--- config.mk ---
export PLATFORM = sky130hd
export DESIGN_NAME = rv32_fetch_unit
export DESIGN_NICKNAME = d
export VERILOG_FILES = /design/src/rtl/rv32_fetch_unit.sv
export SDC_FILE = /design/constraint.sdc
export NUM_CORES = 1
export LEC_CHECK = 0
export ABC_AREA = 1
export BUFFER_PORTS_ARGS = -buffer_cell sky130_fd_sc_hd__buf_2
export CORE_ASPECT_RATIO = 2
export CORE_UTILIZATION = 52
export CTS_CLUSTER_SIZE = 40
export DETAILED_ROUTE_END_ITERATION = 16
export MAX_ROUTING_LAYER = met4
export PLACE_DENSITY = 0.77
export SLEW_MARGIN = 20
export SYNTH_ARGS = -nofsm -noshare
export SYNTH_HDL_FRONTEND = slang
export SYNTH_SLANG_ARGS = --single-unit
--- constraint.sdc ---
create_clock -name clk_i -period 2.3 [get_ports clk_i]
set_clock_uncertainty 0.1 [all_clocks]
set_input_delay 0.46 -clock clk_i [delete_from_list [all_inputs] [get_ports clk_i]]
set_output_delay 0.46 -clock clk_i [all_outputs]
set_load 0.02 [all_outputs]
--- src/rtl/rv32_fetch_unit.sv ---
// Instruction-fetch front end: PC generation, imem request/response tracking,
// instruction buffer toward decode, and redirect flush of buffered/in-flight fetches.
module rv32_fetch_unit #(
    parameter logic [31:0] RESET_PC   = 32'h0000_0000,
    parameter int unsigned FIFO_DEPTH = 2
) (
    input  logic        clk_i,
    input  logic        reset_ni,
    output logic        imem_req_o,
    output logic [31:0] imem_addr_o,
    input  logic        imem_gnt_i,
    input  logic        imem_rvalid_i,
    input  logic [31:0] imem_rdata_i,
    input  logic        redirect_i,
    input  logic [31:0] redirect_pc_i,
    output logic        if_valid_o,
    input  logic        if_ready_i,
    output logic [31:0] if_pc_o,
    output logic [31:0] if_instr_o
);

    localparam int unsigned AW = $clog2(FIFO_DEPTH);
    localparam int unsigned CW = AW + 1;
    localparam logic [CW:0]   DEPTH_W  = (CW + 1)'(FIFO_DEPTH);
    localparam logic [CW-1:0] CNT_ONE  = CW'(1);
    localparam logic [AW-1:0] PTR_ONE  = AW'(1);
    localparam logic [31:0]   RESET_PC_ALIGNED = {RESET_PC[31:2], 2'b00};

    typedef enum logic {
        ST_BOOT,
        ST_FETCH
    } state_t;

    state_t        r_state;
    logic [31:0]   r_fetch_pc;
    logic [CW-1:0] r_outst;
    logic [CW-1:0] r_discard;
    logic [CW-1:0] r_count;
    logic [AW-1:0] r_rd_ptr;
    logic [AW-1:0] r_wr_ptr;
    logic [AW-1:0] r_pq_rd;
    logic [AW-1:0] r_pq_wr;
    logic [31:0]   r_fifo_pc  [FIFO_DEPTH];
    logic [31:0]   r_fifo_ins [FIFO_DEPTH];
    logic [31:0]   r_pcq      [FIFO_DEPTH];

    logic [CW:0]   w_inflight;
    logic          w_req;
    logic          w_grant;
    logic          w_rsp;
    logic          w_drop;
    logic          w_accept;
    logic          w_push;
    logic          w_valid;
    logic          w_pop;
    logic          w_unused;

    // Buffered plus in-flight (including to-be-discarded) never exceeds the buffer size,
    // so an accepted response always finds a free slot.
    assign w_inflight = {1'b0, r_count} + {1'b0, r_outst};
    assign w_req      = (r_state == ST_FETCH) && (w_inflight < DEPTH_W) && !redirect_i;
    assign w_grant    = w_req && imem_gnt_i;
    assign w_rsp      = imem_rvalid_i && (r_outst != '0);
    assign w_drop     = w_rsp && (r_discard != '0);
    assign w_accept   = w_rsp && (r_discard == '0);
    assign w_push     = w_accept && !redirect_i;
    assign w_valid    = (r_count != '0);
    assign w_pop      = w_valid && if_ready_i;
    assign w_unused   = ^redirect_pc_i[1:0];

    assign imem_req_o  = w_req;
    assign imem_addr_o = r_fetch_pc;
    assign if_valid_o  = w_valid;
    assign if_pc_o     = r_fifo_pc[r_rd_ptr];
    assign if_instr_o  = r_fifo_ins[r_rd_ptr];

    always_ff @(posedge clk_i or negedge reset_ni) begin
        if (!reset_ni) begin
            r_state    <= ST_BOOT;
            r_fetch_pc <= RESET_PC_ALIGNED;
            r_outst    <= '0;
            r_discard  <= '0;
        end else begin
            if (r_state == ST_BOOT) begin
                r_state <= ST_FETCH;
            end

            if (redirect_i) begin
                r_fetch_pc <= {redirect_pc_i[31:2], 2'b00};
            end else if (w_grant) begin
                r_fetch_pc <= r_fetch_pc + 32'd4;
            end

            case ({w_grant, w_rsp})
                2'b10:   r_outst <= r_outst + CNT_ONE;
                2'b01:   r_outst <= r_outst - CNT_ONE;
                default: r_outst <= r_outst;
            endcase

            // No grant can coincide with a redirect, so everything left in flight is stale.
            if (redirect_i) begin
                r_discard <= r_outst - (w_rsp ? CNT_ONE : '0);
            end else if (w_drop) begin
                r_discard <= r_discard - CNT_ONE;
            end
        end
    end

    always_ff @(posedge clk_i or negedge reset_ni) begin
        if (!reset_ni) begin
            r_pq_rd <= '0;
            r_pq_wr <= '0;
            for (int unsigned i = 0; i < FIFO_DEPTH; i++) begin
                r_pcq[i] <= '0;
            end
        end else if (redirect_i) begin
            r_pq_rd <= '0;
            r_pq_wr <= '0;
        end else begin
            if (w_grant) begin
                r_pcq[r_pq_wr] <= r_fetch_pc;
                r_pq_wr        <= r_pq_wr + PTR_ONE;
            end
            if (w_accept) begin
                r_pq_rd <= r_pq_rd + PTR_ONE;
            end
        end
    end

    always_ff @(posedge clk_i or negedge reset_ni) begin
        if (!reset_ni) begin
            r_count  <= '0;
            r_rd_ptr <= '0;
            r_wr_ptr <= '0;
            for (int unsigned i = 0; i < FIFO_DEPTH; i++) begin
                r_fifo_pc[i]  <= '0;
                r_fifo_ins[i] <= '0;
            end
        end else if (redirect_i) begin
            r_count  <= '0;
            r_rd_ptr <= '0;
            r_wr_ptr <= '0;
        end else begin
            if (w_push) begin
                r_fifo_pc[r_wr_ptr]  <= r_pcq[r_pq_rd];
                r_fifo_ins[r_wr_ptr] <= imem_rdata_i;
                r_wr_ptr             <= r_wr_ptr + PTR_ONE;
            end
            if (w_pop) begin
                r_rd_ptr <= r_rd_ptr + PTR_ONE;
            end
            case ({w_push, w_pop})
                2'b10:   r_count <= r_count + CNT_ONE;
                2'b01:   r_count <= r_count - CNT_ONE;
                default: r_count <= r_count;
            endcase
        end
    end

endmodule

* Word-level counts from Yosys, hierarchy flattened
Cells that the tools add are included.
** Operators by class
- Add/subtract/negate cells :: 12
- Magnitude comparators :: 7
- Equality and inequality tests :: 4
- Muxes and demuxes :: 32
- Bitwise logic cells :: 5
- Reductions and logical operators :: 24
** Operator list (count)
- 32-bit 2-to-1 mux :: 13
- 64-bit bitwise mux :: 3
- 32-bit demux with 1-bit select :: 2
- 32-bit by 3-bit adder with 32-bit output (second input constant) :: 1
- 2-bit nonzero test :: 9
- 1-bit logical AND :: 10
- 1-bit 2-to-1 mux :: 9
- 2-bit >= comparator (second input constant) :: 4
- 1-bit NOT with 2-bit output :: 4
- 2-bit case mux with 2 select lines :: 2
- 2-bit 2-to-1 mux :: 3
- 2-bit by 1-bit subtractor with 2-bit output (second input constant) :: 3
- 1-bit adder (second input constant) :: 4
- 2-bit by 1-bit adder with 2-bit output (second input constant) :: 2
- 2-bit by 1-bit == test with 1-bit output (second input constant) :: 2
- 2-bit == test (second input constant) :: 2
- 2-bit by 1-bit less-than comparator with 1-bit output (second input constant) :: 2
- 2-bit AND reduction :: 2
- 2-bit by 2-bit adder with 3-bit output :: 1
- 3-bit by 2-bit less-than comparator with 1-bit output (second input constant) :: 1
- 3-bit nonzero test :: 1
- 2-bit zero test :: 1
- 2-bit by 1-bit subtractor with 2-bit output :: 1
- 1-bit zero test :: 1
- 1-bit NOT :: 1
** Storage, ports and cells
- Bits in registers :: 235
- Input port bits :: 70
- Output and inout port bits :: 98
- Word-level logic and storage cells :: 99

* Depth between registers and ports, before layout
Gate-level depths: netlist of the first run.
- Depth after elaboration :: 7
- Depth in mapped cells :: 10
- Gate-level depth less buffers :: 10

* Least setup slack after synthesis of the first run
Ideal clock, no wire load.
- Kind :: register to register
- Start :: register r_outst[0]
- End :: register r_outst[1]
- Library setup time :: 131 ps
- Arrival time :: 2026 ps
- Required time :: 2069 ps
- Setup slack :: 44 ps
- Cell stages (with the launch flop) :: 10
- Buffers on the path :: 0
- Clock period less this slack :: 2256 ps
- Path through :: dfrtp_1 nand2_1 inv_1 fa_1 nor2_1 nand4_4 ha_1 a21oi_1 o21ai_0 xor2_1
** Between the ends
- Cells in the longest elaborated chain, start to end :: 7
- Elaborated cells on any way between the ends :: 13
- Those cells by class :: 3 x add/sub; 1 x order compare; 2 x eq/ne; 1 x mux; 6 x reduce/logical
** Ends and longest elaborated chain
- start, declared :: RTL line 36 : logic [CW-1:0] r_outst;
- start signal, assigned :: RTL line 95 : 2'b10: r_outst <= r_outst + CNT_ONE;
- start signal, assigned :: RTL line 96 : 2'b01: r_outst <= r_outst - CNT_ONE;
- start signal, assigned :: RTL line 97 : default: r_outst <= r_outst;
- 2-bit by 2-bit adder with 3-bit output :: RTL line 60 : assign w_inflight = {1'b0, r_count} + {1'b0, r_outst};
- 3-bit by 2-bit less-than comparator with 1-bit output :: RTL line 61 : assign w_req = (r_state == ST_FETCH) && (w_inflight < DEPTH_W) && !redirect_i;
- 1-bit logical AND (2 in a row) :: RTL line 61
- 1-bit logical AND :: RTL line 62 : assign w_grant = w_req && imem_gnt_i;
- 2-bit by 1-bit == test with 1-bit output / 2-bit == test (equally long branches) :: RTL line 94 : case ({w_grant, w_rsp})
- 2-bit case mux with 2 select lines / 2-bit nonzero test (equally long branches)
Several ways; a longest one is shown, not always the timed one.
A chain may end at the register's enable or synchronous reset.

* Worst setup path in the final report of the first run
- Start :: register r_count[0]
- End :: output imem_req_o
** Between the ends
- Cells in the longest elaborated chain, start to end :: 4
** Ends and longest elaborated chain
- start, declared :: RTL line 38 : logic [CW-1:0] r_count;
- start signal, assigned :: RTL line 153 : 2'b10: r_count <= r_count + CNT_ONE;
- start signal, assigned :: RTL line 154 : 2'b01: r_count <= r_count - CNT_ONE;
- start signal, assigned :: RTL line 155 : default: r_count <= r_count;
- 2-bit by 2-bit adder with 3-bit output :: RTL line 60
- 3-bit by 2-bit less-than comparator with 1-bit output :: RTL line 61
- 1-bit logical AND (2 in a row) :: RTL line 61
- end, declared :: RTL line 9 : output logic imem_req_o,
Every way passes these cells.

==> results of run 1 <==
[state kept, by name (all words and copies together), names as in the netlist]
signal	count
r_fifo_ins	64
r_fifo_pc	60
r_pcq	60
imem_addr_o	30
r_count	2
r_discard	2
r_outst	2
r_pq_rd	1
r_pq_wr	1
r_rd_ptr	1
r_state	1
r_wr_ptr	1
[timing repair]
item,in CTS,in global routing
cloned,0,10
pin swaps,1,0
setup buffers,1,5
endpoints found under the setup margin,53,97
hold buffers,1,0
endpoints found under the hold margin,48,0
gates resized for setup,7,23
[cell families after synthesis]
| logic type | count (synthesis) | synth area share [%] |
|---|---|---|
| AO/OA/AOI/OAI | 237 | 11.9 |
| XOR/XNOR | 9 | 0.721 |
| adder cells (fa/ha/maj) | 5 | 0.641 |
| buffers and inverters | 211 | 8.87 |
| flip-flops | 225 | 51.5 |
| other | 2 | 0.0687 |
| AND/OR/NAND/NOR | 725 | 26.3 |
[cell usage in the layout, fill, tap and decap left out, types with 6 or more instances in the layout]
cell type / count
nand2_1: 567
dfrtp_1: 224
buf_2: 157
inv_1: 130
o21ai_1: 96
nor2_1: 82
o21ai_0: 66
nand3_1: 61
a21oi_1: 39
clkbuf_16: 26
buf_4: 24
o21ai_2: 22
buf_12: 12
xor2_1: 7
o211ai_1: 7
clkinv_2: 6
[worst max-delay path: stages, from the launching register on]
cell,delay [ns]
dfrtp_1,0.39
nand2_1,0.09
inv_2,0.04
fa_1,0.45
nor2_2,0.11
nand2_1,0.06
nor2_1,0.08
buf_4,0.14
[power by group through the flow]
stage / logic [µW] / registers (µW) / clock network [µW]
2_1_floorplan: 3940 / 6190 / 0
3_3_place_gp: 5640 / 6180 / 0
3_5_place_dp: 5810 / 6250 / 0
4_1_cts: 5890 / 6190 / 3820
5_1_grt: 6710 / 6370 / 3950
6_report: 6030 / 6220 / 3740
[through the flow]
stage / total power [µW] / instance area [µm²] / hold slack [ns] / setup slack [ns]
floorplan: 10100 / 10900 / 0.0644 / 0.0435
global placement: 11800 / 12000 / 0.307 / 0.0992
detailed placement: 12100 / 12000 / 0.307 / 0.0389
CTS: 15900 / 12800 / 0.0473 / -0.127
global route: 17000 / 13100 / 0.0618 / -0.221
finish: 16000 / 13100 / 0.0643 / -0.116
[per-layer routing]
layer	wire length [µm]	up-vias	track usage, %
li1	-	4721	-
met1	10500	4552	28.7
met2	15000	291	43.7
met3	1170	65	2.23
met4	1170	0	11.2
met5	0	-	-
[layout make-up]
class | count | area, µm² | area share [%]
clock buffers | 25 | 551 | 4.20
clock inverters | 11 | 183 | 1.40
well taps | 266 | 333 | 2.54
repair buffers | 207 | 1460 | 11.1
flip-flops and latches | 225 | 5630 | 43.0
repair inverters | 1 | 5.00 | 0.0382
multi-input cells | 981 | 4400 | 33.6
inverters | 137 | 534 | 4.08
[worst max path at each step]
stage / endpoint / slack, ns / depth (start not counted)
final: imem_req_o / -0.12 / 7
after global routing: imem_req_o / -0.22 / 7
after CTS: imem_req_o / -0.13 / 7
after detailed placement: r_pcq[22]$_DFFE_PN0P_ / 0.04 / 11
after global placement: r_pcq[17]$_DFFE_PN0P_ / 0.1 / 11
after floorplan: r_outst[1]$_DFFE_PN0P_ / 0.04 / 9
==> flow_metrics.py, run 1 <==
metrics = {
    "status": {
        "outcome": "finished, violations left",
        "violations": "negative setup slack",
    },
    "final_layout": {
        "antennaDiodeCount": 0,
        "layout-area-overhead-vs-synth_pct": 19.7,
        "fin_cells": 1853,
        "nets": 1649,
        "drive_above_1_share_pct": 17.7,
        "n_fill_cell": 1784,
        "final_util_pct": 63.7,
    },
    "routing": {
        "drt-initial-drc-count": 594,
        "drt_first_pass_iters": 5,
        "totalWireLength_mm": 27.8,
        "viasPerCell": 5.20,
        "post-route-drc-count": 0,
        "postRouteAntennaNets": 0,
        "routedWlPerCell_um": 15.0,
        "vias": 9629,
    },
    "sta": {
        "finalCriticalPeriod_ns": 2.42,
        "timing.final.crit_share_pct": 105,
        "slew_viol_final": 0,
        "hold_violations": 0,
        "fin_ws_ns": -0.116,
        "fmax_mhz": 414,
        "tightest_slew_ns": 0.550,
        "slew-limit-headroom_pct": 63.2,
        "rsz0062_at_grt": "yes",
        "fin_tns_setup_ns": -0.116,
        "finalSetupViolations": 1,
    },
    "setup_path": {
        "cp.required_ns": 1.74,
        "critPathMaxFanout": 2,
        "rr_worst_depth": 12,
        "worstSetupEndpointType": "primary output",
        "r2r_slack_ns": 0.08,
        "r2r_start": "r_count[0]$_DFFE_PN0P_",
        "reg2reg_to": "r_pcq[16]$_DFFE_PN0P_",
        "crit_start": "r_count[0]$_DFFE_PN0P_",
        "cp-start-kind": "flip-flop",
        "cp.arrival_ns": 1.86,
        "worstSetupPathType": "reg -> out",
    },
    "placed_design": {
        "finalWeightedCongestion": 0.955,
        "hpwlAfterDp_mm": 18.3,
        "dp.cells": 1800,
        "io_buffers": 161,
    },
    "synthesis": {
        "synthArstFlopShare_pct": 100,
        "syn_inst": 1414,
        "synthFlopType": "dfrtp_1",
        "ys_seq_elements": 225,
        "synth_most_common_cell": "nand2_1",
        "ys_warn_count": 0,
        "syn_area_um2": 10900,
        "ys_types": 34,
        "ys_top_cells_by_area": "dfrtp_1 51%, nand2_1 19%, inv_1 4.5%, o21ai_1 4.0%, o21ai_0 3.4%",
        "post_synth.cell_area_avg_um2": 7.74,
        "synthTopCellsByCount": "567 x nand2_1, 225 x dfrtp_1, 132 x inv_1",
        "synth_top_area_share_pct": 51.5,
        "synth-edff-count": 0,
        "yosysSeqAreaShare_pct": 51.5,
        "yosysTopAreaCell": "dfrtp_1",
    },
    "die": {
        "core_um2": 20600,
        "start_util_pct": 53.2,
        "ios": 168,
        "die_x_um": 105,
        "die-height_um": 207,
        "rows": 74,
        "dieArea_um2": 21700,
    },
    "global_routing": {
        "grt_pass1_wl_mm": 42.9,
        "grt_pass1_vias": 8897,
        "grtUsageTotal_pct": 25.0,
        "antenna_found_initial": 0,
        "grt_start_max_net_pins": 93,
        "overflow": 0,
    },
    "min_path": {
        "hold_start": "redirect_pc_i[10]",
        "hold_path_class": "in -> reg",
        "hold-path-cell-count": 3,
        "whs_endpoint": "imem_addr_o[10]$_DFFE_PN0P_",
    },
    "clocking": {
        "cts_sinks": 225,
        "clk_latency_ns": 0.50,
        "ctsRootBufferMaster": "clkbuf_16",
        "htreeDepth": 1,
        "cts_made_buffers": 21,
        "cts_tree": "built",
        "cts_buffer_depth": 3,
        "cts.clk_slew.worst_paths_ns": 0.07,
    },
    "power": {
        "p_leak_uw": 0.00694,
        "power.share.clock_pct": 23.4,
        "p_sw_share_pct": 38.5,
        "seqPwrFrac_pct": 38.9,
        "comb_power_share_pct": 37.7,
        "internal-power_uw": 9820,
        "switching_power_uw": 6160,
        "ir_drop_mv": 0.688,
        "power_density_nw_per_um2": 1220,
    },
    "flow_run": {
        "max_cap_violations": 0,
    },
}
Power figures use the tool's default switching activity.
==> run 2: changes to the inputs <==
--- a/config.mk
+++ b/config.mk
@@ -6,13 +6,13 @@
 export NUM_CORES = 1
 export LEC_CHECK = 0
 export ABC_AREA = 1
-export BUFFER_PORTS_ARGS = -buffer_cell sky130_fd_sc_hd__buf_2
 export CORE_ASPECT_RATIO = 2
-export CORE_UTILIZATION = 52
+export CORE_UTILIZATION = 58
 export CTS_CLUSTER_SIZE = 40
 export DETAILED_ROUTE_END_ITERATION = 16
+export DONT_BUFFER_PORTS = 1
 export MAX_ROUTING_LAYER = met4
-export PLACE_DENSITY = 0.77
+export PLACE_DENSITY = 0.76
 export SLEW_MARGIN = 20
 export SYNTH_ARGS = -nofsm -noshare
 export SYNTH_HDL_FRONTEND = slang
==> run 2 against run 1 <==
  * The run ends with negative hold slack, negative setup slack left
  * Combinational power shrank 4.0%
  * Critical path depth unchanged
  * First-iteration DRC count is 8.4% lower
  * Fmax rose by 0.36%
  * Via count down 2.8%
  * Utilization up 5.4 points
  * Cell area is 3.0% lower
  * Flip-flop and latch count stayed put
  * Clock power is 11% lower
  * Register-to-register slack got worse by 0.02 ns
==> flow_metrics.py, run 2 (synthesis gave the netlist of run 1 again) <==
metrics = {
    "sta": {
        "hold_violations": 225,
        "tightest_slew_ns": 0.579,
        "slew_viol_final": 0,
        "timing.final.crit_share_pct": 105,
        "rsz0062_at_grt": "yes",
        "fin_ws_ns": -0.107,
        "finalSetupViolations": 1,
        "fmax_mhz": 415,
        "fin_hold_ws_ns": -0.441,
        "finalCriticalPeriod_ns": 2.41,
        "slew-limit-headroom_pct": 61.2,
    },
    "routing": {
        "drt-initial-drc-count": 544,
        "viasPerCell": 5.50,
        "postRouteAntennaNets": 0,
        "post-route-drc-count": 0,
        "totalWireLength_mm": 28.7,
        "drt_first_pass_iters": 5,
        "vias": 9364,
        "routedWlPerCell_um": 16.9,
    },
    "setup_path": {
        "critPathMaxFanout": 2,
        "cp_cell_sequence": "nand2_1, inv_1, fa_1, nor2_2, nand2_1, nor2_2, buf_6",
        "r2r_slack_ns": 0.06,
        "cp.required_ns": 1.74,
        "cp.arrival_ns": 1.85,
        "worstSetupPathType": "reg -> out",
        "cp-start-kind": "flip-flop",
        "critPathSlowestCell": "fa_1",
        "cpPeakStageDelay_ns": 0.45,
        "worstSetupEndpointType": "primary output",
    },
    "min_path": {
        "hold_path_class": "in -> async",
    },
    "global_routing": {
        "grt_start_max_net_pins": 226,
        "overflow": 0,
        "grtUsageTotal_pct": 27.4,
        "antenna_found_initial": 0,
        "grt_pass1_wl_mm": 41.6,
        "grt_pass1_vias": 8767,
    },
    "final_layout": {
        "final_util_pct": 69.1,
        "fin_cells": 1701,
        "antennaDiodeCount": 0,
        "layout_common_cells": "566 x nand2_1, 225 x dfrtp_1, 131 x inv_1",
        "largest_reg_flops": 64,
        "layout-area-overhead-vs-synth_pct": 16.2,
        "drive_above_1_share_pct": 10.4,
        "nets": 1548,
        "layout_commonest_cell": "nand2_1",
        "largest-register": "r_fifo_ins",
        "top_regs": "r_fifo_ins: 64 flops, r_fifo_pc: 60 flops, r_pcq: 60 flops",
    },
    "clocking": {
        "cts_made_buffers": 20,
        "cts_tree": "built",
        "htreeDepth": 1,
        "cts.clk_slew.worst_paths_ns": 0.06,
        "ctsRootBufferMaster": "clkbuf_16",
        "cts_hold_buffers": 24,
        "cts_buffer_depth": 3,
        "clk_latency_ns": 0.50,
        "cts_sinks": 225,
    },
    "flow_run": {
        "max_cap_violations": 0,
    },
    "placed_design": {
        "dp.cells": 1620,
        "hpwlAfterDp_mm": 16.9,
        "finalWeightedCongestion": 0.963,
        "io_buffers": 0,
        "dp_slack_ns": 0.0397,
    },
    "power": {
        "p_leak_uw": 0.00653,
        "seqPwrFrac_pct": 41.0,
        "internal-power_uw": 9350,
        "p_total_uw": 15400,
        "p_sw_share_pct": 39.4,
        "power_density_nw_per_um2": 1210,
        "switching_power_uw": 6070,
        "comb_power_share_pct": 37.5,
        "ir_drop_mv": 0.743,
        "power.share.clock_pct": 21.4,
    },
    "die": {
        "die_x_um": 99.1,
        "ios": 168,
        "start_util_pct": 59.5,
        "dieArea_um2": 19400,
        "rows": 70,
        "die-height_um": 196,
        "core_um2": 18400,
    },
    "status": {
        "outcome": "finished, violations left",
        "violations": "negative hold slack, negative setup slack",
    },
}
-- run 2: changes by cell type in the layout (fill, tap and decap cells not counted), moves of 2 or more --
| cell | delta |
|---|---|
| buf_12 | -4 |
| buf_2 | -157 |
| buf_4 | +29 |
| buf_6 | +4 |
| buf_8 | -2 |
| bufinv_16 | -4 |
| clkbuf_1 | +2 |
| clkbuf_16 | +6 |
| clkinv_2 | -2 |
| dlygate4sd3_1 | +23 |
| o21ai_0 | +6 |
| o21ai_1 | -6 |
-- run 2: repair_timing --
action / 4_1_cts / 5_1_grt
hold endpoints to repair: 245 / 225
resized for setup: 1 / 21
pin swaps: 1 / 5
setup endpoints to repair: 2 / 65
setup buffers: 1 / 5
cloned: 0 / 18
-- run 2: worst paths after layout --
kind	startpoint	endpoint	depth (start not counted)
worst max-delay path	r_count[0]$_DFFE_PN0P_	imem_req_o	7
worst min-delay path	reset_ni	r_fifo_ins[56]$_DFFE_PN0P_	0
worst max register to register	r_count[0]$_DFFE_PN0P_	r_pcq[47]$_DFFE_PN0P_	12
worst min register to register	r_fifo_pc[62]$_DFFE_PN0P_	r_fifo_pc[62]$_DFFE_PN0P_	2
max in group asynchronous	reset_ni	r_fifo_pc[60]$_DFFE_PN0P_	0
min in group clk_i	imem_rdata_i[6]	r_fifo_ins[6]$_DFFE_PN0P_	2
-- run 2: stage by stage --
| stage | TNS (ns) | cell area, µm² | hold WS (ns) |
|---|---|---|---|
| after floorplan | 0 | 10900 | 0.0644 |
| after global placement | 0 | 11300 | 0.0701 |
| after detailed placement | 0 | 11300 | 0.0713 |
| after CTS | -0.103 | 12200 | -0.455 |
| after global routing | -1.68 | 12700 | -0.460 |
| final | -0.107 | 12700 | -0.441 |
-- run 2: layout make-up --
| type | count | area [µm²] |
|---|---|---|
| Inverter | 137 | 529 |
| Clock buffer | 28 | 572 |
| Tap cell | 216 | 270 |
| Clock inverter | 6 | 57.6 |
| Sequential cell | 225 | 5630 |
| Timing Repair Buffer | 107 | 1230 |
| Fill cell | 1485 | 5690 |
| Multi-Input combinational cell | 982 | 4420 |
-- run 2: routing by layer --
layer  track usage (%)  vias to the layer above  share of wire (%)
met5                 -                        -                  0
met4              12.0                        0                5.8
met3              3.28                       97                5.2
met2              48.5                      337                 52
met1              31.0                     4412                 37
li1                  -                     4518                  -
-- run 2: power groups by stage --
stage	Combinational, µW	Sequential [µW]	Clock [µW]
3_3_place_gp	5190	6270	0
2_1_floorplan	3940	6190	0
3_5_place_dp	5360	6340	0
5_1_grt	6420	6480	3490
6_report	5790	6330	3310
4_1_cts	5470	6280	3370
-- run 2: critical path, delay by kind of cell (launching register included) --
family,cells,cell delay (ns)
adder cells (fa/ha/maj),1,0.45
flip-flops,1,0.38
AND/OR/NAND/NOR,4,0.37
buffers and inverters,2,0.16
==> run 3: changes to the inputs <==
--- a/config.mk
+++ b/config.mk
@@ -12,7 +12,7 @@
 export DETAILED_ROUTE_END_ITERATION = 16
 export DONT_BUFFER_PORTS = 1
 export MAX_ROUTING_LAYER = met4
-export PLACE_DENSITY = 0.76
+export PLACE_DENSITY = 0.74
 export SLEW_MARGIN = 20
 export SYNTH_ARGS = -nofsm -noshare
 export SYNTH_HDL_FRONTEND = slang
==> run 3 against run 2 <==
  * Worst hold slack better by 0.0028 ns
  * Combinational power down 6.0%
  * Via count down 5.6%
  * Routed wire length down 13%
  * Register-to-register slack about the same
  * The flow still finishes with violations (negative hold slack, negative setup slack)
  * First-iteration DRC count down 12%
  * Sequential power down 0.8%
  * Count of clock-buffer cells in the layout down 1
  * Utilization down 2.8 points
  * Die area unchanged
  * Fmax down 1.8%
  * Critical path depth unchanged
  * Critical path type unchanged
==> flow_metrics.py, run 3 (synthesis gave the netlist of run 1 again) <==
metrics = {
    "final_layout": {
        "nets": 1516,
        "layout_commonest_cell": "nand2_1",
        "final_util_pct": 66.3,
        "top_regs": "r_fifo_ins: 64 flops, r_fifo_pc: 60 flops, r_pcq: 60 flops",
        "largest-register": "r_fifo_ins",
        "layout_common_cells": "567 x nand2_1, 225 x dfrtp_1, 131 x inv_1",
        "drive_above_1_share_pct": 9.42,
        "largest_reg_flops": 64,
        "n_fill_cell": 1595,
        "antennaDiodeCount": 0,
        "layout-area-overhead-vs-synth_pct": 11.5,
    },
    "status": {
        "violations": "negative hold slack, negative setup slack",
        "outcome": "finished, violations left",
    },
    "global_routing": {
        "grt_util_met2_pct": 46.5,
        "grt_pass1_wl_mm": 40.3,
        "overflow": 0,
        "use_met3_pct": 3.38,
        "use_met1_pct": 30.1,
        "grt_start_max_net_pins": 226,
        "busiest_layer": "met2",
        "antenna_found_initial": 0,
        "grtUsageTotal_pct": 26.6,
        "grt_pass1_vias": 8467,
    },
    "clocking": {
        "cts_made_buffers": 21,
        "cts_sinks": 225,
        "htreeDepth": 1,
        "cts_hold_buffers": 10,
        "clk_latency_ns": 0.49,
        "cts_buffer_depth": 3,
        "cts_tree": "built",
        "cts.clk_slew.worst_paths_ns": 0.07,
        "ctsRootBufferMaster": "clkbuf_16",
    },
    "setup_path": {
        "worstSetupPathType": "reg -> out",
        "cp.required_ns": 1.74,
        "rr_worst_depth": 11,
        "critPathMaxFanout": 2,
        "r2r_start": "r_outst[0]$_DFFE_PN0P_",
        "crit_start": "r_outst[0]$_DFFE_PN0P_",
        "critPathSlowestCell": "fa_1",
        "r2r_slack_ns": 0.06,
        "crit_end": "imem_req_o",
        "cp.arrival_ns": 1.89,
        "cp.depth": 7,
        "critical-path-top-delay-family": "adder cells",
        "cpPeakStageDelay_ns": 0.48,
        "crit_buf_inv": 2,
        "reg2reg_to": "imem_addr_o[10]$_DFFE_PN0P_",
        "critical-path-top-cell-by-count": "nand2_1",
        "worstSetupEndpointType": "primary output",
        "cp_cell_sequence": "nand2_1, inv_1, fa_1, nor2_4, nand2_1, nor2_1, buf_4",
        "cp-start-kind": "flip-flop",
    },
    "placed_design": {
        "finalWeightedCongestion": 0.980,
        "dp_slack_ns": 0.0373,
        "io_buffers": 0,
        "hpwlAfterDp_mm": 16.8,
    },
    "sta": {
        "fin_ws_ns": -0.150,
        "fin_hold_ws_ns": -0.438,
        "slew_viol_final": 0,
        "finalSetupViolations": 1,
        "hold_violations": 225,
        "fmax_mhz": 408,
        "finalCriticalPeriod_ns": 2.45,
        "slew-limit-headroom_pct": 60.3,
        "rsz0062_at_grt": "yes",
        "timing.final.crit_share_pct": 107,
        "tightest_slew_ns": 0.593,
    },
    "routing": {
        "routedWlPerCell_um": 14.9,
        "drt-initial-drc-count": 478,
        "totalWireLength_mm": 24.9,
        "viasPerCell": 5.29,
        "vias": 8836,
        "postRouteAntennaNets": 0,
        "post-route-drc-count": 0,
        "drt_first_pass_iters": 5,
    },
    "die": {
        "dieArea_um2": 19400,
        "die-height_um": 196,
        "rows": 70,
        "start_util_pct": 59.5,
        "die_x_um": 99.1,
        "ios": 168,
        "core_um2": 18400,
    },
    "power": {
        "p_leak_uw": 0.00630,
        "ir_drop_mv": 0.746,
        "power_density_nw_per_um2": 1250,
    },
    "flow_run": {
        "max_cap_violations": 0,
    },
    "min_path": {
        "hold_path_class": "in -> async",
    },
}
-- run 3: metal layers --
metal,up-vias,share of wire (%)
met4,0,4.6
met3,62,4.9
met5,-,0
met2,244,51
li1,4458,-
met1,4072,39
-- run 3: layout make-up --
type	count	area, µm²	share of cell area [%]
Tap cell	216	270	2.22
Sequential cell	225	5630	46.2
Timing Repair Buffer	75	703	5.77
Clock buffer	27	578	4.74
Clock inverter	10	114	0.934
Inverter	137	524	4.30
Multi-Input combinational cell	981	4380	35.9
-- run 3: metrics by stage --
step / std cells / cell area [µm²] / TNS, ns / total power, µW
final: 1671 / 12200 / -0.150 / 15200
after global routing: 1671 / 12200 / -0.362 / 16300
after CTS: 1670 / 12100 / -0.171 / 15300
after detailed placement: 1623 / 11300 / 0 / 11700
after global placement: 1623 / 11300 / 0 / 11500
after floorplan: 1417 / 10900 / 0 / 10100
-- run 3: worst min path at each step --
stage / start / to / slack, ns
floorplan: reset_ni / imem_addr_o[10]$_DFFE_PN0P_ / 0.06
global placement: reset_ni / r_fifo_ins[55]$_DFFE_PN0P_ / 0.07
detailed placement: reset_ni / r_fifo_ins[26]$_DFFE_PN0P_ / 0.07
CTS: reset_ni / r_fifo_ins[26]$_DFFE_PN0P_ / -0.45
global route: reset_ni / r_fifo_pc[4]$_DFFE_PN0P_ / -0.46
finish: reset_ni / r_fifo_pc[6]$_DFFE_PN0P_ / -0.44
-- run 3: power breakdown --
group | internal, µW | switching (µW)
Sequential | 5410 | 871
Combinational | 1930 | 3510
Clock | 2010 | 1480
-- run 3: repair_timing --
item | CTS | global route
resized for setup | 1 | 10
hold endpoints to repair | 234 | 225
endpoints found under the setup margin | 1 | 20
pin swaps | 1 | 1
setup buffers | 0 | 1
